<file path="config.mk">
export PLATFORM = sky130hd
export DESIGN_NAME = typing_game_core
export DESIGN_NICKNAME = d
export VERILOG_FILES = /design/src/rtl/typing_game_core_pkg.sv /design/src/rtl/typing_game_core_countdown_timer.sv /design/src/rtl/typing_game_core.sv
export SDC_FILE = /design/constraint.sdc
export NUM_CORES = 1
export LEC_CHECK = 0
export ABC_AREA = 1
export ABC_CLOCK_PERIOD_IN_PS = 3950
export BUFFER_PORTS_ARGS = -buffer_cell sky130_fd_sc_hd__buf_2
export CAP_MARGIN = 20
export CORE_AREA = 2 2 84 86
export CTS_BUF_LIST = sky130_fd_sc_hd__clkbuf_4 sky130_fd_sc_hd__clkbuf_8 sky130_fd_sc_hd__clkbuf_16
export DETAILED_ROUTE_END_ITERATION = 8
export DIE_AREA = 0 0 86 88
export GPL_ROUTABILITY_DRIVEN = 0
export GPL_TIMING_DRIVEN = 0
export PLACE_DENSITY = 0.72
export REMOVE_ABC_BUFFERS = 1
export SLEW_MARGIN = 5
export SYNTH_ARGS = -nofsm -noshare
export SYNTH_HDL_FRONTEND = slang
export SYNTH_SLANG_ARGS = --single-unit
</file>
<file path="constraint.sdc">
create_clock -name clk -period 3.95 [get_ports clk]
set_input_delay 0.5925 -clock clk [delete_from_list [all_inputs] [get_ports clk]]
set_output_delay 0.5925 -clock clk [all_outputs]
set_load 0.005 [all_outputs]
</file>
<file path="src/rtl/typing_game_core_pkg.sv">
// Shared types for the typing game: game phase enum and digit width.
package typing_pkg;

  typedef enum logic [1:0] {
    IDLE = 2'd0,
    PLAY = 2'd1,
    DONE = 2'd2
  } game_state_t;

  localparam int DIGIT_W = 4;

endpackage

</file>
<file path="src/rtl/typing_game_core_countdown_timer.sv">
// Loadable down-counter for the game clock; holds at zero.
module countdown_timer #(
  parameter int           W         = 8,
  parameter logic [W-1:0] RESET_VAL = '0
) (
  input  logic         clk,
  input  logic         rst_n,
  input  logic         load,
  input  logic [W-1:0] load_val,
  input  logic         tick,
  input  logic         en,
  output logic [W-1:0] count,
  output logic         expired
);

  // Combinational so the parent can change phase on the same edge the count reaches zero.
  assign expired = en && tick && !load && (count == W'(1));

  always_ff @(posedge clk) begin
    if (!rst_n)
      count <= RESET_VAL;
    else if (load)
      count <= load_val;
    else if (en && tick && (count != '0))
      count <= count - 1'b1;
  end

endmodule

</file>
<file path="src/rtl/typing_game_core.sv">
// Typing game: random hex target word, keypad matching under a countdown, score display at end.
module typing_game_core
  import typing_pkg::*;
#(
  parameter int NUM_DIGITS   = 4,
  parameter int TIME_LIMIT_S = 30,
  parameter int SCORE_W      = 8,
  parameter int STRICT       = 1
) (
  input  logic                          clk,
  input  logic                          rst_n,
  input  logic                          tick_1hz,
  input  logic                          key_valid,
  input  logic [DIGIT_W-1:0]            key_code,
  input  logic                          start,
  input  logic [DIGIT_W*NUM_DIGITS-1:0] rand_digits,
  output logic [DIGIT_W*NUM_DIGITS-1:0] digit_out,
  output logic [NUM_DIGITS-1:0]         digit_en,
  output logic [7:0]                    time_left,
  output logic [SCORE_W-1:0]            score,
  output logic [SCORE_W-1:0]            mistakes,
  output logic                          game_over
);

  localparam int         DW = DIGIT_W * NUM_DIGITS;
  localparam int         CW = (NUM_DIGITS > 1) ? $clog2(NUM_DIGITS) : 1;
  localparam int         IW = $clog2(DW);
  localparam logic [7:0] TL = 8'(TIME_LIMIT_S);

  game_state_t          state;
  logic [DW-1:0]        target;
  logic [CW-1:0]        cursor;
  logic [CW-1:0]        rev;
  logic [IW-1:0]        sel_lo;
  logic [DIGIT_W-1:0]   cur_digit;
  logic                 playing;
  logic                 hit;
  logic                 miss;
  logic                 last;
  logic                 word_done;
  logic                 expired;
  logic [SCORE_W-1:0]   score_nxt;
  logic [DW-1:0]        score_disp;

  // Digit 0 lives in the MSBs, so cursor position n maps to nibble (NUM_DIGITS-1-n).
  assign rev       = CW'(NUM_DIGITS - 1) - cursor;
  assign sel_lo    = IW'(rev) * IW'(DIGIT_W);
  assign cur_digit = target[sel_lo +: DIGIT_W];

  assign playing   = (state == PLAY) && !start;
  assign hit       = playing && key_valid && (key_code == cur_digit);
  assign miss      = playing && key_valid && (key_code != cur_digit);
  assign last      = (cursor == CW'(NUM_DIGITS - 1));
  assign word_done = hit && last;
  assign score_nxt = (word_done && (score != '1)) ? score + 1'b1 : score;

  generate
    if (SCORE_W >= DW) begin : g_disp_trunc
      assign score_disp = score_nxt[DW-1:0];
    end else begin : g_disp_ext
      assign score_disp = {{(DW - SCORE_W){1'b0}}, score_nxt};
    end
  endgenerate

  countdown_timer #(
    .W        (8),
    .RESET_VAL(TL)
  ) u_timer (
    .clk     (clk),
    .rst_n   (rst_n),
    .load    (start),
    .load_val(TL),
    .tick    (tick_1hz),
    .en      (state == PLAY),
    .count   (time_left),
    .expired (expired)
  );

  always_ff @(posedge clk) begin
    if (!rst_n) begin
      state     <= IDLE;
      target    <= '0;
      cursor    <= '0;
      digit_out <= '0;
      digit_en  <= '1;
      score     <= '0;
      mistakes  <= '0;
      game_over <= 1'b0;
    end else if (start) begin
      // Restart from any phase; a coincident key or tick is dropped.
      state     <= PLAY;
      target    <= rand_digits;
      cursor    <= '0;
      digit_out <= rand_digits;
      digit_en  <= '1;
      score     <= '0;
      mistakes  <= '0;
      game_over <= 1'b0;
    end else begin
      case (state)
        PLAY: begin
          score <= score_nxt;
          if (hit) begin
            if (last) begin
              target    <= rand_digits;
              digit_out <= rand_digits;
              cursor    <= '0;
              digit_en  <= '1;
            end else begin
              digit_en[rev] <= 1'b0;
              cursor        <= cursor + 1'b1;
            end
          end
          if (miss) begin
            if (mistakes != '1)
              mistakes <= mistakes + 1'b1;
            if (STRICT != 0) begin
              cursor   <= '0;
              digit_en <= '1;
            end
          end
          // A key in the final-tick cycle is already folded into score_nxt.
          if (expired) begin
            state     <= DONE;
            game_over <= 1'b1;
            digit_out <= score_disp;
            digit_en  <= '1;
          end
        end
        default: ;
      endcase
    end
  end

endmodule
</file>
==> run_results.csv, run 1 <==
group,metric,value,unit
floorplan,ios,70,
synth,syn_area,0.00323,sq mm
synth,synthMuxAreaShare,0,%
sta,setup_tns,0,ps
worst_setup_path,crit_slowest_cell,"dfxtp_1",
synth,syn_inst,448,
grt,grt-ovfl-total,0,
power_and_ir_drop,totalPowerFinal,1.50,mW
worst_setup_path,critPathBufInv,2,
sta,final-max-slew-violation-count,0,
worst_setup_path,endpoint_kind,"flip-flop",
worst_setup_path,crit_family,"simple AND/OR/NAND/NOR gates",
place,io_buffers,69,
synth,synth_cell_types,33,
routing,firstDrtPassIters,5,
worst_setup_path,cp-startpoint,"cursor[0]$_SDFFE_PP0P_",
worst_setup_path,required,4150,ps
status,outcome,"finished clean",
grt,grt_max_degree,33,
synth,yosys.area_share.xor_xnor,1.90,%
worst_setup_path,start_kind,"flip-flop",
worst_setup_path,path_class,"reg -> reg",
floorplan,coreArea,0.00664,sq mm
routing,dr.max_layer_used,"met4",
clock_network,clk_path_buf_depth,2,
sta,fmax,397,MHz
hold_path,hold_path_class,"reg -> reg",
routing,drt_iter0_drc,167,
place,hpwl,5520,um
clock_network,clock-sinks,64,
synth,yosys.area_share.simple,35.1,%
grt,grt_antenna_before_repair,0,
sta,grt_setup_unrepaired,"no",
synth,yosys_warnings,0,
synth,avgSynthCellArea,7.20,sq um
sta,setup-violations-final,0,
sta,tightest_slew,706,ps
grt,grt_pass1_vias,2705,
floorplan,die_height,88,um
sta,skew,10.5,ps
clock_network,cts.htree.levels,3,
sta,whs,446,ps
worst_setup_path,cp.arrival,2720,ps
final_layout,layout-drive-gt1-share,22.3,%
final_layout,diodes,0,
routing,drt-met1-wl,3360,um
clock_network,postCtsSetupBuffers,0,
final_layout,multiInputGateArea,0.00165,sq mm
final_layout,fillers,641,
clock_network,clkLatencyLatePin,350,ps
final_layout,nets,548,
routing,route.met2.wl,3520,um
routing,via_per_inst,5.07,
worst_setup_path,path_cells,"inv_1 > nand2_1 > nand3_1 > nand3b_1 > nand2_1 > nor2_2 > nand3_4 > nand2_4 > inv_2 > nand2_1 > a21oi_1",
synth,synth_compound_area_share,11.4,%
floorplan,start_util,48.5,%
synth,synth_top_family_by_area,"simple AND/OR/NAND/NOR gates",
final_layout,syn_to_final_growth,19.0,%
clock_network,cts_root_buf,"clkbuf_8",
floorplan,design.die.area,0.00757,sq mm
clock_network,ctsResizeCount,0,
power_and_ir_drop,power_density,391,mW/mm^2
synth,synth_area_leaders,"dfxtp_1 (40%), nand2_1 (14%), nand3_1 (6.7%), a21oi_1 (6.1%), inv_1 (5.9%)",
synth,synth_adder_area_share,2.72,%
clock_network,hold_buffers,0,
sta,finalHoldViolCount,0,
routing,ant_nets,0,
routing,wirelength,7450,um
synth,yosysTopAreaCellShare,39.7,%
sta,fin_crit_sh,63.7,%
clock_network,cts_tree,"done",
hold_path,worstHoldStart,"digit_en[0]$_SDFFE_PP1P_",
synth,synth_seq_cells,64,
worst_setup_path,crit_top_cell,"nand2_1",
synth,synth_seq_area_share,39.7,%
floorplan,fp.dieW,86,um
routing,vias,3050,
worst_setup_path,slowest_delay,600,ps
routing,wire_per_inst,12.4,um
power_and_ir_drop,power_leakage,1.78,nW
worst_setup_path,rr_startpoint,"cursor[0]$_SDFFE_PP0P_",
synth,synth_area_leader_cell,"dfxtp_1",
sta,layout_min_cycle_time,2520,ps
sta,slew_headroom,52.9,%
routing,wl_met3,454,um
floorplan,rows,30,
routing,drcViolationCount,0,
worst_setup_path,cp_max_fo,32,
clock_network,clk_pin_slew_worst_paths,70,ps
power_and_ir_drop,ir_drop,265,uV
clock_network,cts_buffers,9,
final_layout,seq_area,0.00128,sq mm
run,drv_cap,0,
grt,grt_pass1_wl,12200,um
grt,grt_usage,20.6,%
-- synth_stat cells --
cell / count
a211oi_2: 6
a21o_1: 1
a21oi_1: 39
a311oi_1: 1
and2_1: 1
buf_2: 3
buf_4: 2
buf_6: 4
clkbuf_1: 3
dfxtp_1: 64
ha_1: 7
inv_1: 51
inv_2: 3
inv_4: 1
nand2_1: 121
nand2_2: 2
nand2_4: 1
nand3_1: 43
nand3_2: 7
nand3_4: 1
nand3b_1: 5
nand4_1: 13
nor2_1: 33
nor2_2: 9
nor3_1: 5
nor3_4: 1
nor4_1: 1
o211a_1: 2
o21a_1: 1
o21ai_0: 9
o21bai_1: 1
xnor2_1: 3
xor2_1: 4
-- report_power, final --
part	total, mW	switching, mW	internal (mW)
clock	0.706	0.254	0.452
combinational	0.118	0.0730	0.0445
sequential	0.679	0.0115	0.667
-- routing by layer --
metal / up-vias / GRT usage, %
met3: 10 / 6.31
li1: 1592 / -
met4: 0 / 9.09
met2: 71 / 32.6
met1: 1377 / 26.1
met5: - / 0
-- final cells by class --
cell class                      count  share of cell area, %
Clock inverter                      5                   2.67
Timing Repair Buffer               69                   9.00
Multi-Input combinational cell    317                   43.0
Tap cell                           80                   2.61
Clock buffer                       11                   3.94
Sequential cell                    64                   33.4
Inverter                           55                   5.44
-- metrics by stage --
stage,worst slack [ps],std cells,util (%),instance area (sq um)
finish,1430,601,57.8,3840
global route,1060,601,57.8,3840
CTS,1400,601,57.8,3840
detailed placement,1360,585,54.0,3580
global placement,1420,585,54.0,3580
floorplan,2000,436,-,3140
-- sequential cells by signal, indices dropped and copies added (netlist names) --
register / cells
cursor: 2
digit_en: 4
digit_out: 16
mistakes: 8
score: 8
state: 2
target: 16
u_timer.count: 8
-- worst register-to-register path: stages, from the launching register on --
cell,delay (ps)
dfxtp_1,600
inv_1,310
nand2_1,120
nand3_1,100
nand3b_1,140
nand2_1,80
nor2_2,150
nand3_4,150
nand2_4,340
inv_2,220
nand2_1,110
a21oi_1,60
-- cell usage in the layout, fill, tap and decap left out, drive strengths merged, types with 2 or more instances in the layout --
cell,instances
o211a,2
ha,7
xor2,4
dfxtp,64
a211oi,6
nand3,51
o21ai,9
a21oi,39
clkbuf,11
nand2,124
buf,69
nand3b,5
inv,55
nor3,6
nand4,13
bufinv,3
nor2,42
xnor2,3
-- path summary, 6_finish.rpt --
path                            slack [ps]                       end  cells after the start
worst max register to register        1430   target[10]$_SDFFE_PN0P_                     11
worst min register to register         450  digit_en[0]$_SDFFE_PP1P_                      1
worst min-delay path                   450  digit_en[0]$_SDFFE_PP1P_                      1
worst max-delay path                  1430   target[10]$_SDFFE_PN0P_                     11
-- cells by family after synthesis --
logic type	Yosys count
xor+xnor	7
flops	64
fa+ha+maj	7
compound gates	60
simple gates	243
buf+inv	67
(Power assumes the default switching activity.)
==> inputs of run 2 (changes only) <==
--- a/config.mk
+++ b/config.mk
@@ -6,7 +6,7 @@
 export NUM_CORES = 1
 export LEC_CHECK = 0
 export ABC_AREA = 1
-export ABC_CLOCK_PERIOD_IN_PS = 3950
+export ABC_CLOCK_PERIOD_IN_PS = 2400
 export BUFFER_PORTS_ARGS = -buffer_cell sky130_fd_sc_hd__buf_2
 export CAP_MARGIN = 20
 export CORE_AREA = 2 2 84 86
==> constraint.sdc (replaced) <==
create_clock -name clk -period 2.4 [get_ports clk]
set_input_delay 0.36 -clock clk [delete_from_list [all_inputs] [get_ports clk]]
set_output_delay 0.36 -clock clk [all_outputs]
set_load 0.005 [all_outputs]
==> run 2 against run 1 <==
Sequential cell count did not move. Clock-buffer cell count did not move. First-iteration DRC count fell by 9.6%. Sequential share of layout area fell by 0.29 points. Critical path depth rose by 1.
==> run_results.csv, run 2 (synthesis results as in run 1) <==
group,metric,value,unit
worst_setup_path,endpoint_kind,"flip-flop",
clock_network,hold_buffers,0,
floorplan,coreArea,0.00664,sq mm
sta,setup-violations-final,0,
sta,slew_headroom,52.7,%
floorplan,rows,30,
floorplan,ios,70,
grt,grt.busiest_layer,"met2",
clock_network,cts_buffers,9,
routing,drcViolationCount,0,
sta,fmax,454,MHz
worst_setup_path,cp_max_fo,12,
clock_network,clk_pin_slew_worst_paths,70,ps
floorplan,die_height,88,um
routing,wire_per_inst,12.6,um
sta,final-max-slew-violation-count,0,
sta,skew,10.5,ps
final_layout,final_common_cell,"nand2_1",
routing,ant_nets,0,
grt,use_met2,32.6,%
place,io_buffers,69,
final_layout,top_regs,"digit_out (16), target (16)",
grt,grt_antenna_before_repair,0,
sta,whs,298,ps
clock_network,cts.htree.levels,3,
worst_setup_path,path_class,"reg -> reg",
final_layout,layout-drive-gt1-share,23.4,%
grt,gr-usage-met1,26.1,%
floorplan,fp.dieW,86,um
floorplan,design.die.area,0.00757,sq mm
sta,tightest_slew,708,ps
sta,layout_min_cycle_time,2210,ps
grt,grt_pass1_wl,12200,um
final_layout,multiInputGateArea,0.00167,sq mm
routing,vias,3113,
routing,firstDrtPassIters,6,
status,outcome,"finished clean",
place,hpwl,5520,um
final_layout,fillers,638,
final_layout,mostFrequentLayoutCells,"nand2_1 (121), buf_2 (69), dfxtp_1 (62)",
grt,grt_max_degree,33,
hold_path,hold_path_class,"in -> reg",
sta,finalHoldViolCount,0,
run,drv_cap,0,
routing,via_per_inst,5.15,
worst_setup_path,cp.arrival,2440,ps
clock_network,clk_path_buf_depth,2,
routing,drt_iter0_drc,151,
power_and_ir_drop,power_leakage,1.80,nW
final_layout,seq_area,0.00129,sq mm
clock_network,clock-sinks,64,
power_and_ir_drop,power_density,636,mW/mm^2
final_layout,diodes,0,
final_layout,syn_to_final_growth,20.5,%
worst_setup_path,required,2640,ps
routing,wirelength,7650,um
power_and_ir_drop,ir_drop,437,uV
sta,setup_tns,0,ps
clock_network,clkLatencyLatePin,350,ps
grt,grt_usage,20.6,%
worst_setup_path,start_kind,"flip-flop",
grt,grt_pass1_vias,2705,
final_layout,nets,552,
sta,fin_crit_sh,91.9,%
clock_network,cts_tree,"done",
clock_network,cts_root_buf,"clkbuf_8",
floorplan,start_util,48.5,%
grt,grt-ovfl-total,0,
grt,use_met3,6.31,%
==> run 2: what timing repair did <==
item	in CTS	in global routing
resized for setup	1	4
endpoints found under the setup margin	25	26
buffers inserted	0	3
cloned	0	1
pin swaps	0	1
==> run 2: power by group <==
part / internal, mW / switching (mW)
Clock: 0.745 / 0.416
Combinational: 0.0742 / 0.123
Sequential: 1.10 / 0.0190
Total: 1.92 / 0.558
==> run 2: area by class of cell <==
class                   count  area share, %
flip-flops and latches     64           33.1
well taps                  80           2.57
clock buffers              11           3.89
repair buffers             72           9.40
inverters                  55           5.47
clock inverters             5           2.64
multi-input cells         318           42.9
==> run 2: final timing paths <==
| path | end | slack (ps) | cells after the start | startpoint |
|---|---|---|---|---|
| worst min register to register | digit_en[0]$_SDFFE_PP1P_ | 450 | 1 | digit_en[0]$_SDFFE_PP1P_ |
| worst max register to register | mistakes[0]$_SDFFE_PP0P_ | 190 | 12 | cursor[0]$_SDFFE_PP0P_ |
| worst min-delay path | target[8]$_SDFFE_PN0P_ | 300 | 3 | rand_digits[8] |
| worst max-delay path | mistakes[0]$_SDFFE_PP0P_ | 190 | 12 | cursor[0]$_SDFFE_PP0P_ |
==> run 2: metrics by stage <==
stage	power (mW)	cells	setup WS (ps)	utilization, %	area [sq um]
floorplan	1.26	436	449	-	3140
global placement	1.33	585	-53.5	54.0	3580
detailed placement	1.34	585	-106	54.0	3580
CTS	2.49	601	47.3	57.8	3840
global route	2.56	605	-19.4	58.5	3890
finish	2.47	605	195	58.5	3890
==> run 2: worst max-delay path, stage by stage (launching register included) <==
cell	delay, ps
dfxtp_4	440
clkinvlp_4	170
clkbuf_2	180
nand2_1	90
nand3_2	90
nand3_1	120
nand2_1	60
nand3_1	60
nor2_1	90
nor2_2	340
nand2_2	200
o21ai_0	200
a21oi_1	50
==> run 2: layer usage <==
metal,routed length [um],vias up
met1,3420,1402
met2,3540,86
met3,513,17
met4,175,0
li1,-,1608
met5,0,-
==> inputs of run 3 (changes only) <==
--- a/config.mk
+++ b/config.mk
@@ -9,10 +9,10 @@
 export ABC_CLOCK_PERIOD_IN_PS = 2400
 export BUFFER_PORTS_ARGS = -buffer_cell sky130_fd_sc_hd__buf_2
 export CAP_MARGIN = 20
-export CORE_AREA = 2 2 84 86
+export CORE_AREA = 10 10 92 94
 export CTS_BUF_LIST = sky130_fd_sc_hd__clkbuf_4 sky130_fd_sc_hd__clkbuf_8 sky130_fd_sc_hd__clkbuf_16
 export DETAILED_ROUTE_END_ITERATION = 8
-export DIE_AREA = 0 0 86 88
+export DIE_AREA = 0 0 102 104
 export GPL_ROUTABILITY_DRIVEN = 0
 export GPL_TIMING_DRIVEN = 0
 export PLACE_DENSITY = 0.72
==> run 3 against run 2 <==
Combinational power hardly changed. Sequential cell count stayed put. Sequential power hardly changed. Clock-buffer cell count stayed put. Sequential share of layout area is 0.81 points higher. Global-route usage is 5.4 points lower. Total power is 15% lower. Fmax is 1.1% higher. Routed wire length is 8.4% higher. Core utilization is 1.8 points lower. Register-to-register slack better by 20 ps. Largest power group is now registers. Highest routed layer unchanged. Cell area is 2.5% lower.
==> run_results.csv, run 3 (synthesis results as in run 1) <==
group,metric,value,unit
worst_setup_path,cp_max_fo,16,
sta,final-max-slew-violation-count,0,
run,drv_cap,0,
sta,whs,291,ps
sta,slew_headroom,51.8,%
final_layout,top_regs,"digit_out (16), target (16)",
power_and_ir_drop,power_leakage,1.76,nW
routing,drt_iter0_drc,216,
routing,firstDrtPassIters,4,
final_layout,nets,551,
final_layout,fin_util,56.7,%
clock_network,cts_buffers,9,
grt,grt_max_degree,33,
floorplan,coreArea,0.00668,sq mm
place,pre_cts_slack,-94.9,ps
place,io_buffers,69,
floorplan,start_util,48.3,%
sta,layout_min_cycle_time,2180,ps
routing,via_per_inst,5.15,
final_layout,final_common_cell,"nand2_1",
power_and_ir_drop,power_density,555,mW/mm^2
worst_setup_path,required,2640,ps
worst_setup_path,cp.arrival,2420,ps
floorplan,fp.dieW,102,um
final_layout,mostFrequentLayoutCells,"nand2_1 (121), buf_2 (69), dfxtp_1 (63)",
power_and_ir_drop,ir_drop,258,uV
grt,grt_pass1_wl,13100,um
final_layout,diodes,0,
sta,setup_tns,0,ps
clock_network,clkLatencyLatePin,340,ps
clock_network,clk_path_buf_depth,2,
clock_network,cts_root_buf,"clkbuf_8",
clock_network,cts_tree,"done",
sta,fin_ws,219,ps
grt,grt_antenna_before_repair,0,
worst_setup_path,path_class,"reg -> reg",
final_layout,layout-drive-gt1-share,22.9,%
final_layout,syn_to_final_growth,17.5,%
place,hpwl,6080,um
routing,ant_nets,0,
routing,vias,3104,
routing,wire_per_inst,13.8,um
grt,grt_pass1_vias,2854,
hold_path,hold_path_class,"in -> reg",
sta,fmax,458,MHz
floorplan,ios,70,
clock_network,cts.htree.levels,3,
floorplan,die_height,104,um
place,dpl-instance-area,0.00358,sq mm
clock_network,clk_pin_slew_worst_paths,70,ps
routing,wirelength,8290,um
routing,drcViolationCount,0,
worst_setup_path,start_kind,"flip-flop",
clock_network,clock-sinks,64,
floorplan,rows,30,
floorplan,design.die.area,0.0106,sq mm
sta,skew,7.28,ps
sta,finalHoldViolCount,0,
final_layout,postLayoutCellArea,0.00379,sq mm
sta,fin_crit_sh,90.9,%
worst_setup_path,endpoint_kind,"flip-flop",
status,outcome,"finished clean",
sta,tightest_slew,722,ps
sta,setup-violations-final,0,
grt,grt_usage,15.3,%
grt,grt-ovfl-total,0,
## run 3: changes by cell type in the layout (fill, tap and decap cells not counted), sizes merged
cell | before | now
clkinv | 1 | 3
bufinv | 3 | 0
buf | 71 | 70
## run 3: through the flow
stage	std cells	total power, mW
6_report	603	2.10
4_1_cts	600	2.12
3_3_place_gp	585	1.33
5_1_grt	603	2.20
3_5_place_dp	585	1.34
2_1_floorplan	436	1.26
## run 3: per-layer routing
| metal | global-route usage [%] | wire [um] | vias up |
|---|---|---|---|
| li1 | - | - | 1606 |
| met1 | 18.4 | 3700 | 1404 |
| met2 | 23.4 | 3830 | 84 |
| met3 | 6.64 | 658 | 10 |
| met4 | 5.54 | 106 | 0 |
| met5 | 0 | 0 | - |
## run 3: path summary, 6_finish.rpt
path / start / to / slack, ps / cells past startpoint
max reg2reg: cursor[1]$_SDFFE_PP0P_ / digit_out[5]$_SDFFE_PN0P_ / 220 / 10
min: rand_digits[14] / target[14]$_SDFFE_PN0P_ / 290 / 3
min reg2reg: digit_out[12]$_SDFFE_PN0P_ / digit_out[12]$_SDFFE_PN0P_ / 460 / 2
max: cursor[1]$_SDFFE_PP0P_ / digit_out[5]$_SDFFE_PN0P_ / 220 / 10
## run 3: what timing repair did
item	4_1_cts	5_1_grt
hold buffers	0	0
gates resized for setup	1	4
buffers inserted	0	2
gates cloned	0	1
endpoints found under the setup margin	20	26
endpoints found under the hold margin	0	0
pin swaps	0	1
## run 3: critical path, cell delays in order (launching register included)
cell and delay (ps):
dfxtp_1 590, ha_1 360, inv_1 90, nor2_2 260, nand3_4 220, nand2_8 200
nand2_1 110, nor2_1 100, nor2_1 60, nand2_1 60, inv_1 30
## run 3: area by class of cell
cell class	instances	area [sq um]
Clock buffer	11	139
Multi-Input combinational cell	318	1670
Inverter	55	213
Tap cell	80	100
Timing Repair Buffer	71	358
Clock inverter	4	22.5
Sequential cell	64	1280
Fill cell	639	2890
## run 3: where the power goes
part	total (mW)	internal [mW]	switching [mW]
sequential	1.12	1.10	0.0202
combinational	0.198	0.0744	0.124
clock	0.788	0.386	0.402
